$ cat src/rtl/div_pkg.sv
// Shared definitions for the sequential restoring divider: default widths,
// FSM state encoding and the quotient reported on a divide by zero.
package div_pkg;

   localparam int unsigned DIV_WIDTH = 32;
   localparam int unsigned DIV_CNT_W = 6;

   typedef enum logic [1:0] {
      IDLE = 2'b00,
      CALC = 2'b01,
      DONE = 2'b10
   } div_state_e;

   localparam logic [DIV_WIDTH-1:0] DIV0_QUOTIENT = '1;

endpackage

$ cat src/rtl/div_step.sv
// One restoring-division iteration: shift {R,Q} left by one, trial-subtract
// the divisor from the shifted partial remainder and keep or restore it.
// Ports:
//   r_i       partial remainder in (WIDTH+1 bits)
//   q_i       quotient/dividend shift register in
//   divisor_i divisor
//   r_o       partial remainder out
//   q_o       quotient shift register out, new bit in LSB
module div_step
   import div_pkg::*;
#(
   parameter int unsigned WIDTH = DIV_WIDTH
) (
   input  logic [WIDTH:0]   r_i,
   input  logic [WIDTH-1:0] q_i,
   input  logic [WIDTH-1:0] divisor_i,
   output logic [WIDTH:0]   r_o,
   output logic [WIDTH-1:0] q_o
);

   localparam int unsigned RW = WIDTH + 1;

   logic [WIDTH:0]   r_sh;
   logic [WIDTH:0]   trial;
   logic [WIDTH-2:0] q_low;
   logic             unused_r_msb;

   // Partial remainder is always below the divisor, so its MSB is never needed.
   assign unused_r_msb = r_i[WIDTH];
   assign q_low        = q_i[WIDTH-2:0];

   always_comb begin
      r_sh  = {r_i[WIDTH-1:0], q_i[WIDTH-1]};
      // Add/sub path in subtract mode: a + ~b + 1; MSB is the borrow.
      trial = r_sh + ~{1'b0, divisor_i} + RW'(1);
      if (trial[WIDTH]) begin
         r_o = r_sh;
         q_o = {q_low, 1'b0};
      end else begin
         r_o = trial;
         q_o = {q_low, 1'b1};
      end
   end

endmodule

$ cat src/rtl/seq_divider.sv
// Multicycle unsigned restoring divider with start/busy/done handshake.
// One shift/trial-subtract step per clock; divide by zero reports an
// all-ones quotient with the dividend as remainder.
// Ports:
//   clk, reset            clock, synchronous active-high reset
//   start                 request, accepted only in IDLE
//   dividend, divisor     operands, captured on an accepted start
//   quotient, remainder   registered results, held until next completion
//   busy                  high while the operation is in progress
//   done                  one-cycle pulse when results are valid
//   div_by_zero           registered flag, valid with done
module seq_divider
   import div_pkg::*;
#(
   parameter int unsigned WIDTH = DIV_WIDTH,
   parameter int unsigned CNT_W = DIV_CNT_W
) (
   input  logic             clk,
   input  logic             reset,
   input  logic             start,
   input  logic [WIDTH-1:0] dividend,
   input  logic [WIDTH-1:0] divisor,
   output logic [WIDTH-1:0] quotient,
   output logic [WIDTH-1:0] remainder,
   output logic             busy,
   output logic             done,
   output logic             div_by_zero
);

   div_state_e       state_q, state_d;
   logic [WIDTH:0]   rem_q, rem_d;
   logic [WIDTH-1:0] quo_q, quo_d;
   logic [WIDTH-1:0] dsr_q, dsr_d;
   logic [CNT_W-1:0] cnt_q, cnt_d;
   logic             div0_q, div0_d;
   logic [WIDTH-1:0] quotient_q, quotient_d;
   logic [WIDTH-1:0] remainder_q, remainder_d;
   logic             busy_q, busy_d;
   logic             done_q, done_d;
   logic             dz_q, dz_d;
   logic [WIDTH:0]   step_r;
   logic [WIDTH-1:0] step_q;

   div_step #(.WIDTH(WIDTH)) u_step (
      .r_i       (rem_q),
      .q_i       (quo_q),
      .divisor_i (dsr_q),
      .r_o       (step_r),
      .q_o       (step_q)
   );

   // State and output registers.
   always_ff @(posedge clk) begin
      if (reset) begin
         state_q     <= IDLE;
         rem_q       <= '0;
         quo_q       <= '0;
         dsr_q       <= '0;
         cnt_q       <= '0;
         div0_q      <= 1'b0;
         quotient_q  <= '0;
         remainder_q <= '0;
         busy_q      <= 1'b0;
         done_q      <= 1'b0;
         dz_q        <= 1'b0;
      end else begin
         state_q     <= state_d;
         rem_q       <= rem_d;
         quo_q       <= quo_d;
         dsr_q       <= dsr_d;
         cnt_q       <= cnt_d;
         div0_q      <= div0_d;
         quotient_q  <= quotient_d;
         remainder_q <= remainder_d;
         busy_q      <= busy_d;
         done_q      <= done_d;
         dz_q        <= dz_d;
      end
   end

   // Next-state and datapath control.
   always_comb begin
      state_d     = state_q;
      rem_d       = rem_q;
      quo_d       = quo_q;
      dsr_d       = dsr_q;
      cnt_d       = cnt_q;
      div0_d      = div0_q;
      quotient_d  = quotient_q;
      remainder_d = remainder_q;
      dz_d        = dz_q;

      unique case (state_q)
         IDLE: begin
            if (start) begin
               dsr_d   = divisor;
               rem_d   = '0;
               quo_d   = dividend;
               div0_d  = (divisor == '0);
               dz_d    = 1'b0;
               // Zero divisor skips the iterations: one pass through CALC only.
               cnt_d   = (divisor == '0) ? '0 : CNT_W'(WIDTH);
               state_d = CALC;
            end
         end
         CALC: begin
            if (cnt_q != '0) begin
               rem_d = step_r;
               quo_d = step_q;
               cnt_d = cnt_q - CNT_W'(1);
            end else begin
               quotient_d  = div0_q ? WIDTH'(DIV0_QUOTIENT) : quo_q;
               remainder_d = div0_q ? quo_q : rem_q[WIDTH-1:0];
               dz_d        = div0_q;
               state_d     = DONE;
            end
         end
         DONE:    state_d = IDLE;
         default: state_d = IDLE;
      endcase

      busy_d = (state_d == CALC);
      done_d = (state_d == DONE);
   end

   assign quotient    = quotient_q;
   assign remainder   = remainder_q;
   assign busy        = busy_q;
   assign done        = done_q;
   assign div_by_zero = dz_q;

endmodule
$ cat config.mk
export PLATFORM = sky130hd
export DESIGN_NAME = seq_divider
export DESIGN_NICKNAME = d
export VERILOG_FILES = /design/src/rtl/div_pkg.sv /design/src/rtl/div_step.sv /design/src/rtl/seq_divider.sv
export SDC_FILE = /design/constraint.sdc
export NUM_CORES = 1
export LEC_CHECK = 0
export ABC_AREA = 1
export CORE_MARGIN = 8
export CORE_UTILIZATION = 56
export CTS_CLUSTER_SIZE = 10
export DETAILED_ROUTE_END_ITERATION = 7
export MAX_ROUTING_LAYER = met4
export PLACE_DENSITY = 0.81
export SYNTH_ARGS = -nofsm -noshare
export SYNTH_HDL_FRONTEND = slang
export SYNTH_SLANG_ARGS = --single-unit
$ cat constraint.sdc
create_clock -name clk -period 2.35 [get_ports clk]
set_input_delay 0.235 -clock clk [delete_from_list [all_inputs] [get_ports clk]]
set_output_delay 0.235 -clock clk [all_outputs]
set_load 0.01 [all_outputs]
---- Word-level counts from Yosys, hierarchy flattened ----
Index checks and enable logic that the tools add are counted.
operators by class
  mux-type cells .......................... 20
  bitwise logic cells ..................... 2
  reductions and logical operators ........ 8
  add/subtract/negate cells ............... 3
  equal/unequal tests ..................... 6
operators by type and width
  kind                                                 number
  two-way mux 32 bit                                   7
  one-hot mux 32 bit (2 select lines)                  2
  adder 33 x 1 -> 33 bit, second input constant        1
  adder 33 bit                                         1
  inverter 32 -> 33 bit                                1
  zero test 32 bit                                     1
  two-way mux 6 bit                                    3
  one-hot mux 6 bit (2 select lines)                   1
  != test 2 bit, second input constant                 3
  AND reduction 3 bit                                  2
  nonzero test 6 bit                                   1
  subtractor 6 x 1 -> 6 bit, second input constant     1
  equality test 2 x 1 -> 1 bit, second input constant  2
  two-way mux 2 bit                                    2
  one-hot mux 2 bit (2 select lines)                   1
  AND reduction 2 bit                                  2
  two-way mux 1 bit                                    3
  equality test 2 bit, second input constant           1
  zero test 2 bit                                      1
  one-hot mux 1 bit (2 select lines)                   1
  nonzero test 2 bit                                   1
  inverter 1 bit                                       1
storage, ports and cells
  output and inout port bits .............. 67
  register bits ........................... 172

---- Depth between registers and ports, before layout ----
  depth after elaboration ................. 6
  gate-level depth with buffers ........... 19

---- Cells and area by module ----
From an unflattened synthesis, not the netlist that was laid out.
unflattened totals
  cell total of the unflattened synthesis .. 1470
  area total of the unflattened synthesis .. 9969.6 um2
modules (own cells, without submodules)
  module       area each (um2)  times used  seq. area each (um2)  cells each
  seq_divider  6834.1           1           3463.3                820
  div_step     3135.5           1           0.0                   650

---- Worst setup path after synthesis ----
OpenSTA, ideal clock, no wires.
  path type ............................... reg2reg
  start ................................... reg quo_q[31]
  end ..................................... reg rem_q[24]
  required time ........................... 2215 ps
  stages on the path, launching flop included .. 18
  setup time .............................. 135 ps
  slack ................................... 196 ps
  arrival time ............................ 2018 ps
  path buffers ............................ 1
  clock period less this slack ............ 2154 ps
  path through ............................ dfxtp_1 -> inv_1 -> ha_1 -> inv_1 -> fa_1 -> nand2_1 -> nand2_1 -> nand3_2 -> nand2_2 -> nand2_2 -> nand2_2 -> nand2_2 -> nand3_1 -> nand2_4 -> buf_8 -> nand2_1 -> nand3_1 -> a21oi_1
between the ends
  longest elaborated chain between the ends .. 5
RTL lines
  item                                 line                RTL
  start: declaration                   seq_divider.sv:32   logic [WIDTH-1:0] quo_q, quo_d;
  start signal: assignment             seq_divider.sv:69   quo_q <= quo_d;
  adder 33 bit                         div_step.sv:35      trial = r_sh + ~{1'b0, divisor_i} + RW'(1);
  adder 33 x 1 -> 33 bit               div_step.sv:35
  two-way mux 32 bit                   div_step.sv:36      if (trial[WIDTH]) begin
  two-way mux 32 bit                   seq_divider.sv:107  if (cnt_q != '0) begin
  one-hot mux 32 bit (2 select lines)  seq_divider.sv:93   unique case (state_q)
  end signal: assignment               seq_divider.sv:68   rem_q <= rem_d;
  end: declaration                     seq_divider.sv:31   logic [WIDTH:0] rem_q, rem_d;
No other way between the ends. The select of a mux whose other input is x is not followed.
A chain may end at the register's enable or synchronous reset.

---- Final worst setup path ----
  start ................................... reg dsr_q[27]
  end ..................................... reg rem_q[28]
between the ends
  longest elaborated chain between the ends .. 6
RTL lines
  item                                 line                RTL
  start: declaration                   seq_divider.sv:33   logic [WIDTH-1:0] dsr_q, dsr_d;
  start signal: assignment             seq_divider.sv:70   dsr_q <= dsr_d;
  inverter 32 -> 33 bit                div_step.sv:35
  adder 33 bit                         div_step.sv:35
  adder 33 x 1 -> 33 bit               div_step.sv:35
  two-way mux 32 bit                   div_step.sv:36
  two-way mux 32 bit                   seq_divider.sv:107
  one-hot mux 32 bit (2 select lines)  seq_divider.sv:93
No other way between the ends. The select of a mux whose other input is x is not followed.

==> metrics.md <==
| Metric | Value |
|---|---|
| Int Power | `8.268 mW` |
| Slew of the pin with the lowest slew margin | `930.1 ps` |
| Root buffer cell | `clkbuf_16` |
| # IOs | `134` |
| DR iter-0 viols | `925` |
| Most common cell in the netlist | `nand2_1` |
| Syn_nets | `1,627` |
| Max Transition Viols Final | `0` |
| Peak Freq | `432.0 MHz` |
| Clock network power share | `18.1%` |
| CTS tree | `yes` |
| Setup WS pre-CTS | `-28.98 ps` |
| Final WS setup | `35.09 ps` |
| Min Clock Period, post-route | `2315 ps` |
| Seq cells post-synth | `172` |
| First-pass GRT wire length | `49,250 um` |
| CTS Buffer Depth | `2` |
| Placed cell area | `11,410 sq um` |
| Hold WC Path Type | `input pin to register` |
| Final Hold Viols | `0` |
| Clk_lat worst skew | `440 ps` |
| Layout Area Growth over Synthesis | `28.75%` |
| Nets | `1,761` |
| Pleak | `5.594 nW` |
| Port Buf Inserts | `133` |
| Routed WL | `31,570 um` |
| Critical path data required time | `2630 ps` |
| Post-Syn Area | `9792 sq um` |
| Warnings from Yosys | `0` |
| Core Area | `17,180 sq um` |
| Final TNS setup | `0 ps` |
| Antenna violations before repair | `0` |
| Vias in the first global route | `9,796` |
| Final GP Congestion | `0.9456` |
| Gate power share | `58.4%` |
| Pwr per Cell Area | `1235 nW/um^2` |
| Worst VDD drop | `1.364 mV` |
| Initial core utilization | `57.01%` |
| Rel. slew slack | `37.61%` |
| Top_reg_cell synth | `dfxtp_1` |
| Setup violations, final | `0` |
| Depth of the CTS H-tree | `4` |
| Max_cap viols | `0` |
| CTS clk-pin slew, worst paths | `70 ps` |
| Design area | `12,610 sq um` |
| Overall power | `15.57 mW` |
| Post-synth EDFFs | `0` |
| Ys async rst share | `0%` |
| Diode count | `0` |
| DIE AREA | `21,970 sq um` |
| WL per Instance | `16.64 um` |
| Number of cell rows | `48` |
| Number of vias per cell | `5.487` |
| Aggregate global-route resource usage | `28.46%` |
| Register area share after synthesis | `35.16%` |
| Via count | `10,420` |
| Element type at the critical path end | `register` |
| Post-synth cell types | `42` |
| Crit path max fanout | `6` |
| WP data arrival | `2590 ps` |
| Status | `complete, no violations` |
| Post-synth top area cell | `dfxtp_1` |
| Area contributors post-synth | `dfxtp_1, nand2_1, inv_1` |
| Largest net degree at the start of global routing | `98` |
| Synthesized area per cell | `6.417 sq um` |
| Grt total ovfl | `0` |
| Chip height | `148.2 um` |
| Sw Share | `46.90%` |
| Post-route DRC violation count | `0` |
| Worst Skew | `9.377 ps` |
| Sink Count | `172` |
| Dpl cells | `1,857` |
| Fin cells | `1,898` |
| Fin crit share | `98.51%` |
| Die width | `148.2 um` |
| Pre-antenna DRT Iters | `5` |
| Placed wire-length estimate | `22,180 um` |
| CP Launch Type | `register` |
| Post-synth top cells | `nand2_1, inv_1, dfxtp_1` |
| Yosys top cell area share | `35.16%` |
| P_sw | `7.304 mW` |
| RSZ-0062 raised after global routing | `yes` |
| Gate Count Post-Synth | `1,526` |
| Fraction of layout cells with a size suffix above 1 | `12.37%` |
| FILL cells | `1,407` |
| Post-DRT Antenna Nets | `0` |
| Sequential power share | `23.5%` |
| TritonCTS Buffers | `17` |
| Worst setup path category | `register to register` |
[final cells by class]
type	instances	area (sq um)	area share [%]
Timing Repair Buffer	184	1785	14.16
Clock buffer	17	425.4	3.374
Clock inverter	15	173.9	1.380
Inverter	233	877.1	6.957
Multi-Input combinational cell	1052	5602	44.43
Sequential cell	172	3462	27.46
Tap cell	225	281.5	2.233
[worst paths after layout]
check | depth (start not counted) | startpoint | slack [ps] | endpoint
max | 15 | dsr_q[27] | 40 | rem_q[28]
max reg2reg | 15 | dsr_q[27] | 40 | rem_q[28]
min | 4 | reset | 250 | quo_q[15]
min reg2reg | 2 | quotient[21] | 460 | quotient[21]
[worst max-delay path, stage by stage (launching register included)]
cell and delay, ps:
dfxtp_1 310, inv_1 70, ha_2 320, a21oi_2 200, nand2_1 110, nand2_1 70
nand2_1 90, a21oi_4 270, nand2_4 130, nand2_4 120, nand2_8 90, clkbuf_16 170
nand2_2 50, nand2_1 40, nand2_1 60, a21oi_2 50
[state kept, by name, summed over array words and instances (netlist names)]
signal,cells
remainder,32
dsr_q,32
div_by_zero,1
div0_q,1
busy,1
quo_q,32
rem_q,32
state_q,2
done,1
cnt_q,6
quotient,32
[through the flow]
stage	hold slack, ps	util, %
after detailed placement	447.6	66.40
after global routing	281.4	73.40
after floorplan	373.7	-
final	253.3	73.40
after global placement	443.1	66.40
after CTS	233.6	70.33
[placed cells by master, fill, tap and decap left out, types with 11 or more instances in the layout]
cell and count:
a21oi_1 74, a21oi_2 12, a31oi_1 65, buf_4 45, clkbuf_16 19, clkdlybuf4s50_1 132
dfxtp_1 157, dfxtp_2 15, ha_4 19, inv_1 220, inv_2 11, nand2_1 508
nand2_2 22, nand3_1 64, nand4_1 12, nor2_1 49, o21ai_0 117, o22ai_1 15
xor2_1 11
[power by group through the flow]
stage | clock network (mW) | logic (mW) | registers (mW)
after detailed placement | 0 | 7.20 | 3.67
after global routing | 2.95 | 9.86 | 3.69
after CTS | 2.84 | 7.79 | 3.62
after floorplan | 0 | 5.28 | 3.64
after global placement | 0 | 7.08 | 3.67
final | 2.82 | 9.09 | 3.66
[layer usage]
layer | routed length, um | vias up | track usage [%]
met5 | 0 | - | -
met2 | 14720 | 439 | 45.43
met4 | 1205 | 0 | 12.90
met1 | 13550 | 4767 | 35.11
li1 | - | 5126 | -
met3 | 2100 | 83 | 4.224
[cell families after synthesis]
group,share of synthesized area (%)
and+or+nand+nor,29.93
buffers and inverters,12.71
AOI/OAI and AO/OA,16.25
DFF,35.16
adders and majority gates,4.421
xor gates and xnor gates,1.521
[repair_timing]
action                                  in CTS  in global routing
endpoints found under the setup margin      32                 61
setup buffers                                1                  3
hold endpoints to repair                     0                  0
pin swaps                                    3                 17
hold buffers                                 0                  0
cloned                                       3                  2
resized for setup                            7                100
Note: power is estimated with default switching activity, not from simulation.
